File: config.mk
export PLATFORM = sky130hd
export DESIGN_NAME = convolution
export DESIGN_NICKNAME = d
export VERILOG_FILES = /design/src/rtl/convolution.sv
export SDC_FILE = /design/constraint.sdc
export NUM_CORES = 1
export LEC_CHECK = 0
export CORE_MARGIN = 2
export CORE_UTILIZATION = 35
export DETAILED_ROUTE_END_ITERATION = 12
export GPL_ROUTABILITY_DRIVEN = 0
export SYNTH_ARGS = -nofsm -noshare
export SYNTH_HDL_FRONTEND = slang
export SYNTH_SLANG_ARGS = --single-unit
File: constraint.sdc
create_clock -name clk_in -period 4.7 [get_ports clk_in]
set_input_delay 1.175 -clock clk_in [delete_from_list [all_inputs] [get_ports clk_in]]
set_output_delay 1.175 -clock clk_in [all_outputs]
set_load 0.005 [all_outputs]
File: src/rtl/convolution.sv
// 3x3 RGB565 convolution: window register, weighted-sum register, then a clamp/pack output register.
// The kernel is fixed at elaboration by K_SELECT (0 identity, 1 Gaussian, 2 sharpen, other values identity).
module convolution #(
    parameter int K_SELECT = 1
) (
    input  logic             clk_in,
    input  logic             rst_in,
    input  logic [2:0][15:0] data_in,
    input  logic             data_valid_in,
    input  logic [10:0]      hcount_in,
    input  logic [9:0]       vcount_in,
    output logic [15:0]      line_out,
    output logic             data_valid_out,
    output logic [10:0]      hcount_out,
    output logic [9:0]       vcount_out
);

    typedef logic [2:0][15:0] column_t;
    typedef logic signed [11:0] sum_t;

    column_t     col0_q, col0_d, col1_q, col1_d, col2_q, col2_d;
    logic        valid1_q, valid1_d, valid2_q, valid2_d, valid3_q, valid3_d;
    logic [10:0] hcount1_q, hcount1_d, hcount2_q, hcount2_d, hcount3_q, hcount3_d;
    logic [9:0]  vcount1_q, vcount1_d, vcount2_q, vcount2_d, vcount3_q, vcount3_d;
    sum_t        sum_q [3];
    sum_t        sum_d [3];
    logic [15:0] line_q, line_d;
    column_t     window [3];
    sum_t        acc;

    // Weight for row r (0 top) of column c (0 oldest).
    function automatic logic signed [3:0] weight(input int unsigned r, input int unsigned c);
        logic centre;
        logic corner;
        logic signed [3:0] w;
        centre = (r == 1) && (c == 1);
        corner = (r != 1) && (c != 1);
        case (K_SELECT)
            1:       w = centre ? 4'sd4 : (corner ? 4'sd1 : 4'sd2);
            2:       w = centre ? 4'sd5 : (corner ? 4'sd0 : -4'sd1);
            default: w = centre ? 4'sd1 : 4'sd0;
        endcase
        return w;
    endfunction

    function automatic sum_t pixel_channel(input logic [15:0] px, input int unsigned ch);
        logic [11:0] v;
        case (ch)
            0:       v = {7'd0, px[15:11]};
            1:       v = {6'd0, px[10:5]};
            default: v = {7'd0, px[4:0]};
        endcase
        return $signed(v);
    endfunction

    function automatic logic [5:0] clamp_channel(input sum_t s, input logic [5:0] max_val);
        sum_t v;
        v = (K_SELECT == 1) ? sum_t'(s >> 4) : s;
        if (v[11]) begin
            return '0;
        end
        if (v > $signed({6'd0, max_val})) begin
            return max_val;
        end
        return v[5:0];
    endfunction

    always_comb begin
        col0_d = col0_q;
        col1_d = col1_q;
        col2_d = col2_q;
        if (data_valid_in) begin
            if (hcount_in == '0) begin
                col0_d = data_in;
                col1_d = data_in;
                col2_d = data_in;
            end else begin
                col0_d = col1_q;
                col1_d = col2_q;
                col2_d = data_in;
            end
        end

        valid1_d  = data_valid_in;
        hcount1_d = data_valid_in ? hcount_in : hcount1_q;
        vcount1_d = data_valid_in ? vcount_in : vcount1_q;
        valid2_d  = valid1_q;
        hcount2_d = valid1_q ? hcount1_q : hcount2_q;
        vcount2_d = valid1_q ? vcount1_q : vcount2_q;
        valid3_d  = valid2_q;
        hcount3_d = valid2_q ? hcount2_q : hcount3_q;
        vcount3_d = valid2_q ? vcount2_q : vcount3_q;

        window[0] = col0_q;
        window[1] = col1_q;
        window[2] = col2_q;
        acc = '0;
        for (int unsigned ch = 0; ch < 3; ch++) begin
            acc = '0;
            for (int unsigned c = 0; c < 3; c++) begin
                for (int unsigned r = 0; r < 3; r++) begin
                    acc = acc + sum_t'(weight(r, c)) * pixel_channel(window[c][r], ch);
                end
            end
            sum_d[ch] = valid1_q ? acc : sum_q[ch];
        end

        line_d = line_q;
        if (valid2_q) begin
            line_d = {5'(clamp_channel(sum_q[0], 6'd31)),
                      clamp_channel(sum_q[1], 6'd63),
                      5'(clamp_channel(sum_q[2], 6'd31))};
        end
    end

    always_ff @(posedge clk_in) begin
        if (rst_in) begin
            col0_q    <= '0;
            col1_q    <= '0;
            col2_q    <= '0;
            valid1_q  <= 1'b0;
            valid2_q  <= 1'b0;
            valid3_q  <= 1'b0;
            hcount1_q <= '0;
            hcount2_q <= '0;
            hcount3_q <= '0;
            vcount1_q <= '0;
            vcount2_q <= '0;
            vcount3_q <= '0;
            sum_q     <= '{default: '0};
            line_q    <= '0;
        end else begin
            col0_q    <= col0_d;
            col1_q    <= col1_d;
            col2_q    <= col2_d;
            valid1_q  <= valid1_d;
            valid2_q  <= valid2_d;
            valid3_q  <= valid3_d;
            hcount1_q <= hcount1_d;
            hcount2_q <= hcount2_d;
            hcount3_q <= hcount3_d;
            vcount1_q <= vcount1_d;
            vcount2_q <= vcount2_d;
            vcount3_q <= vcount3_d;
            sum_q     <= sum_d;
            line_q    <= line_d;
        end
    end

    assign line_out       = line_q;
    assign data_valid_out = valid3_q;
    assign hcount_out     = hcount3_q;
    assign vcount_out     = vcount3_q;

endmodule

After elaboration in Yosys (flattened, before gate mapping)
Cells that the tools add are included.
{"block": "totals", "ff_bits": 262, "word_cells": 71}
{"block": "op_classes", "addsub": 24, "magnitude_cmp": 3, "muxes": 21, "n_reduce_logical": 1}
{"operator": "$mux 48", "n": 2}
{"operator": "$add 12x7->12", "n": 4}
{"operator": "$add 9x7->10", "n": 3}
{"operator": "$mux 5", "n": 6}
{"operator": "$add 8x6->9", "n": 3}
{"operator": "$add 11x5->12", "n": 2}
{"operator": "$add 12x6->12", "n": 2}
{"operator": "$add 10x6->11", "n": 2}
{"operator": "$mux 6", "n": 3}
{"operator": "$add 7x5->8", "n": 2}
{"operator": "$gt 8x5->1 const B", "n": 2}
{"operator": "$add 5x6->7", "n": 2}
{"operator": "$add 11x7->12", "n": 1}
{"operator": "$add 12x8->12", "n": 1}
{"operator": "$add 10x8->11", "n": 1}
{"operator": "$logic_not 11->1", "n": 1}
{"operator": "$mux 1", "n": 10}
{"operator": "$add 6x7->8", "n": 1}
{"operator": "$gt 8x6->1 const B", "n": 1}

Depth between registers and ports, before layout
{"block": "depth", "word_depth": 8, "ltp_mapped": 15, "ltp_nobuf": 15}

Worst setup path after synthesis
OpenSTA, ideal clock, no wires.
{"block": "synth_path", "path_type": "register to register", "start": "register col0_q[8] (netlist name)", "end": "register sum_q[21] (netlist name)", "arrival_ns": 4.206, "required_ns": 4.566, "path_slack_ns": 0.359, "stages_incl_launch_ff": 14, "n_path_buf": 0, "synth_period_minus_slack_ns": 4.341, "cell_sequence": "dfxtp_1 inv_1 fa_1 inv_1 fa_1 fa_1 fa_1 or3b_2 fa_1 nor2b_1 o21ai_1 a21oi_1 nor4_1 or4_1"}
{"block": "synth_between", "elab_chain_len": 8}
{"item": "from (decl)", "line": "21", "source": "column_t col0_q, col0_d, col1_q, col1_d, col2_q, col2_d;"}
{"item": "from (signal assigned)", "line": "133", "source": "col0_q <= col0_d;"}
{"item": "$add 6x7->8", "line": "102", "source": "acc = acc + sum_t'(weight(r, c)) * pixel_channel(window[c][r], ch);"}
{"item": "$add 8x6->9", "line": "102"}
{"item": "$add 9x7->10", "line": "102"}
{"item": "$add 10x8->11", "line": "102"}
{"item": "$add 11x7->12", "line": "102"}
{"item": "$add 12x7->12", "line": "102"}
{"item": "$add 12x8->12", "line": "102"}
{"item": "$add 12x7->12", "line": "102"}
{"item": "to (signal assigned)", "line": "145", "source": "sum_q <= sum_d;"}
{"item": "to (decl)", "line": "25", "source": "sum_t sum_q [3];"}
No other way between the ends.
A chain may end at the register's enable or synchronous reset.

Worst setup path after layout
Ends and elaborated chain as after synthesis.

==> flow_summary.ini <==
[worst_setup_path]
path_delay_family = adder cells
path_buf_inv = 2
path_class = reg2reg
crit_required_ns = 5.13
critical_path.most_common_cell = sky130_fd_sc_hd__fa_1
critical_path_peak_fanout = 2
critPathLaunchType = flip-flop
worst_setup_path_end_kind = flip-flop
worst_path_max_stage_delay_ns = 0.56
cp.arrival_ns = 4.94
crit_slowest_cell = sky130_fd_sc_hd__fa_1
crit_path_cell_trace = inv_1, fa_1, inv_1, fa_1, fa_1, fa_1, or3b_2, fa_2, nor2b_1, o21ai_1, a21oi_1, nor4_1, or4_1

[global_route]
grt_max_degree = 109
grt_antenna_before_repair = 1
global_route.usage.total_pct = 14.00
grt_remaining_overflow = 0
first_global_vias = 8649
grt_pass1_wl_um = 44290

[drt]
average_vias_per_placed_instance = 4.728
routed_wirelength_um = 26700
vias = 8803
final_antenna_net_count = 0
drt_first_pass_iters = 4
drt_iter0_drc = 408
wl_per_cell_um = 14.34
drc = 0

[yosys]
commonest_cells_in_the_netlist = 252 x sky130_fd_sc_hd__nor2_1, 245 x sky130_fd_sc_hd__dfxtp_1, 211 x sky130_fd_sc_hd__mux2i_1, 178 x sky130_fd_sc_hd__inv_1, 116 x sky130_fd_sc_hd__a211oi_1
synth_enable_flop_cells = 0
netlist.area_leader.share_pct = 38.06
predominant_post_synthesis_flop_cell = sky130_fd_sc_hd__dfxtp_1
synth_top_cells_by_area = sky130_fd_sc_hd__dfxtp_1 38%, sky130_fd_sc_hd__mux2i_1 16%, sky130_fd_sc_hd__fa_1 16%, sky130_fd_sc_hd__nor2_1 7.3%, sky130_fd_sc_hd__a211oi_1 6.8%
yosysSeqAreaShare_pct = 38.06
synth.most_common_cell = sky130_fd_sc_hd__nor2_1
post_synth_instance_area_sq_mm = 0.01289
yosys_warnings = 0
synth_cell_types = 42
postSynthNetCount = 1509
synthArstFlopShare_pct = 0
leading_area_contributor_after_synthesis = sky130_fd_sc_hd__dfxtp_1
synthesis.instances = 1306
synth.avg_cell_area_sq_um = 9.868
synth_seq_cells = 245

[final_layout]
finalCoreUtilization_pct = 41.90
stdcell_area_sq_mm = 0.01527
area.growth.synth_to_final_pct = 18.47
num-nets-final = 1578
n_fill_cell = 3560
post_route_cells_drive_above_1_share_pct = 4.232
num_antenna_cells = 0

[die]
fp.dieH_um = 195.9
die_x_um = 195.9
fp-row-count = 70
top_level_ports = 110
fp.dieArea_sq_mm = 0.03837
fp.coreArea_sq_mm = 0.03643
start_util_pct = 35.37

[sta]
skew_ns = 0.01626
setup_viol = 0
slew_headroom_pct = 42.71
post-route-period-util_pct = 95.98
final-max-slew-violation-count = 0
timing_worst_slew_pin_value_ns = 0.8594
max_clk_rate_mhz = 221.7
final.min_clock_period_ns = 4.511
grt_setup_unrepaired = false
hold_viol_final = 0
setup_tns_final_ns = 0

[clocking]
clockRootBuffer = sky130_fd_sc_hd__clkbuf_16
numClockSinks = 245
postCtsHoldBufs = 0
tritoncts_clock_tree = yes
clock_latency_ns = 0.57
clkTransAtPathRegs_ns = 0.06
cts-root-to-sink-buffers = 3
total_clock_buffers_created_by_cts = 29
cts_max_level = 1

[run_status]
outcome = finished clean

[power]
cell_internal_pwr_mw = 4.289
power_per_cell_area_mw_per_mm2 = 399.0
comb_power_share_pct = 25.2
switching_share_pct = 29.59
clockPowerShare_pct = 36.8
power.switching_mw = 1.802
peakVddDrop_uv = 311.2
total_leakage_power_nw = 6.957
pwr-share-seq_pct = 37.9

[placed_design]
buffer_ports.inserted = 109
hpwl_um = 18690
place_area_sq_mm = 0.01432

[worst_hold_path]
hp-class = reg2reg

[job]
timing.max_cap.violations = 0
-- power groups by stage --
stage	Combinational, mW	Clock [mW]	Sequential (mW)
6_report	1.54	2.24	2.31
5_1_grt	1.80	2.41	2.33
4_1_cts	1.57	2.33	2.31
3_5_place_dp	1.56	0	2.36
3_3_place_gp	1.53	0	2.35
2_1_floorplan	1.18	0	2.32
-- sequential cells by signal, indices dropped and copies added (netlist names) --
signal	cells
hcount1_q	11
vcount2_q	10
vcount1_q	10
valid2_q	1
hcount_out	11
line_out	16
data_valid_out	1
col0_q	48
col1_q	48
sum_q	19
col2_q	48
hcount2_q	11
vcount_out	10
valid1_q	1
-- path summary, 6_finish.rpt --
path                              startpoint            to  slack, ns  depth (start not counted)
worst max register to register     col0_q[8]     sum_q[21]       0.19                         13
worst min register to register  line_out[13]  line_out[13]       0.48                          2
worst min-delay path            line_out[13]  line_out[13]       0.48                          2
worst max-delay path               col0_q[8]     sum_q[21]       0.19                         13
-- per-stage QoR --
| stage | setup WS (ns) | hold WS (ns) | total power, mW | cells |
|---|---|---|---|---|
| after floorplan | 0.3594 | 0.4567 | 3.503 | 1306 |
| after global placement | 0.2197 | 0.4721 | 3.883 | 1812 |
| after detailed placement | 0.1404 | 0.4778 | 3.914 | 1812 |
| after CTS | 0.1384 | 0.4854 | 6.212 | 1862 |
| after global routing | 0.01490 | 0.4971 | 6.546 | 1862 |
| final | 0.1889 | 0.4795 | 6.091 | 1862 |
-- worst register-to-register path, delay by kind of cell, from the launching register on --
family | cells | cell delay [ns]
flops | 1 | 0.33
buf+inv | 2 | 0.12
fa+ha+maj | 5 | 2.47
simple gates | 4 | 1.18
compound gates | 2 | 0.29
-- placed cells by master, fill, tap and decap left out, types with 11 or more instances in the layout --
| cell | n |
|---|---|
| sky130_fd_sc_hd__clkbuf_16 | 29 |
| sky130_fd_sc_hd__dfxtp_1 | 243 |
| sky130_fd_sc_hd__clkdlybuf4s50_1 | 107 |
| sky130_fd_sc_hd__clkbuf_1 | 11 |
| sky130_fd_sc_hd__inv_1 | 178 |
| sky130_fd_sc_hd__ha_1 | 31 |
| sky130_fd_sc_hd__a211oi_1 | 116 |
| sky130_fd_sc_hd__mux2i_1 | 211 |
| sky130_fd_sc_hd__nor2_1 | 252 |
| sky130_fd_sc_hd__fa_1 | 99 |
-- repair_timing --
| action | in CTS | in global routing |
|---|---|---|
| endpoints found under the setup margin | 0 | 1 |
| setup buffers | 0 | 0 |
| gates resized for setup | 0 | 1 |
-- metal layers --
layer / vias to the layer above / wire (um) / track usage [%]
met5: - / 13 / 0
met4: 2 / 534 / 3.114
met3: 34 / 965 / 2.871
met2: 108 / 12720 / 23.46
met1: 4209 / 12460 / 18.66
li1: 4450 / - / -
-- cell families after synthesis --
| group | after synthesis | synth area share, % |
|---|---|---|
| compound gates | 149 | 8.466 |
| xor+xnor | 7 | 0.4757 |
| fa+ha+maj | 131 | 18.54 |
| buf+inv | 259 | 8.058 |
| flops | 245 | 38.06 |
| mux | 211 | 16.39 |
| simple gates | 304 | 10.01 |
-- layout make-up --
cell class,instances,area [sq um],share of cell area [%]
Inverter,178,668.1,4.376
Clock buffer,44,822.0,5.384
Multi-Input combinational cell,802,6959,45.58
Tap cell,468,585.6,3.835
Clock inverter,6,125.1,0.8195
Sequential cell,245,4907,32.14
Timing Repair Buffer,119,1200,7.859
(Power assumes the default switching activity.)
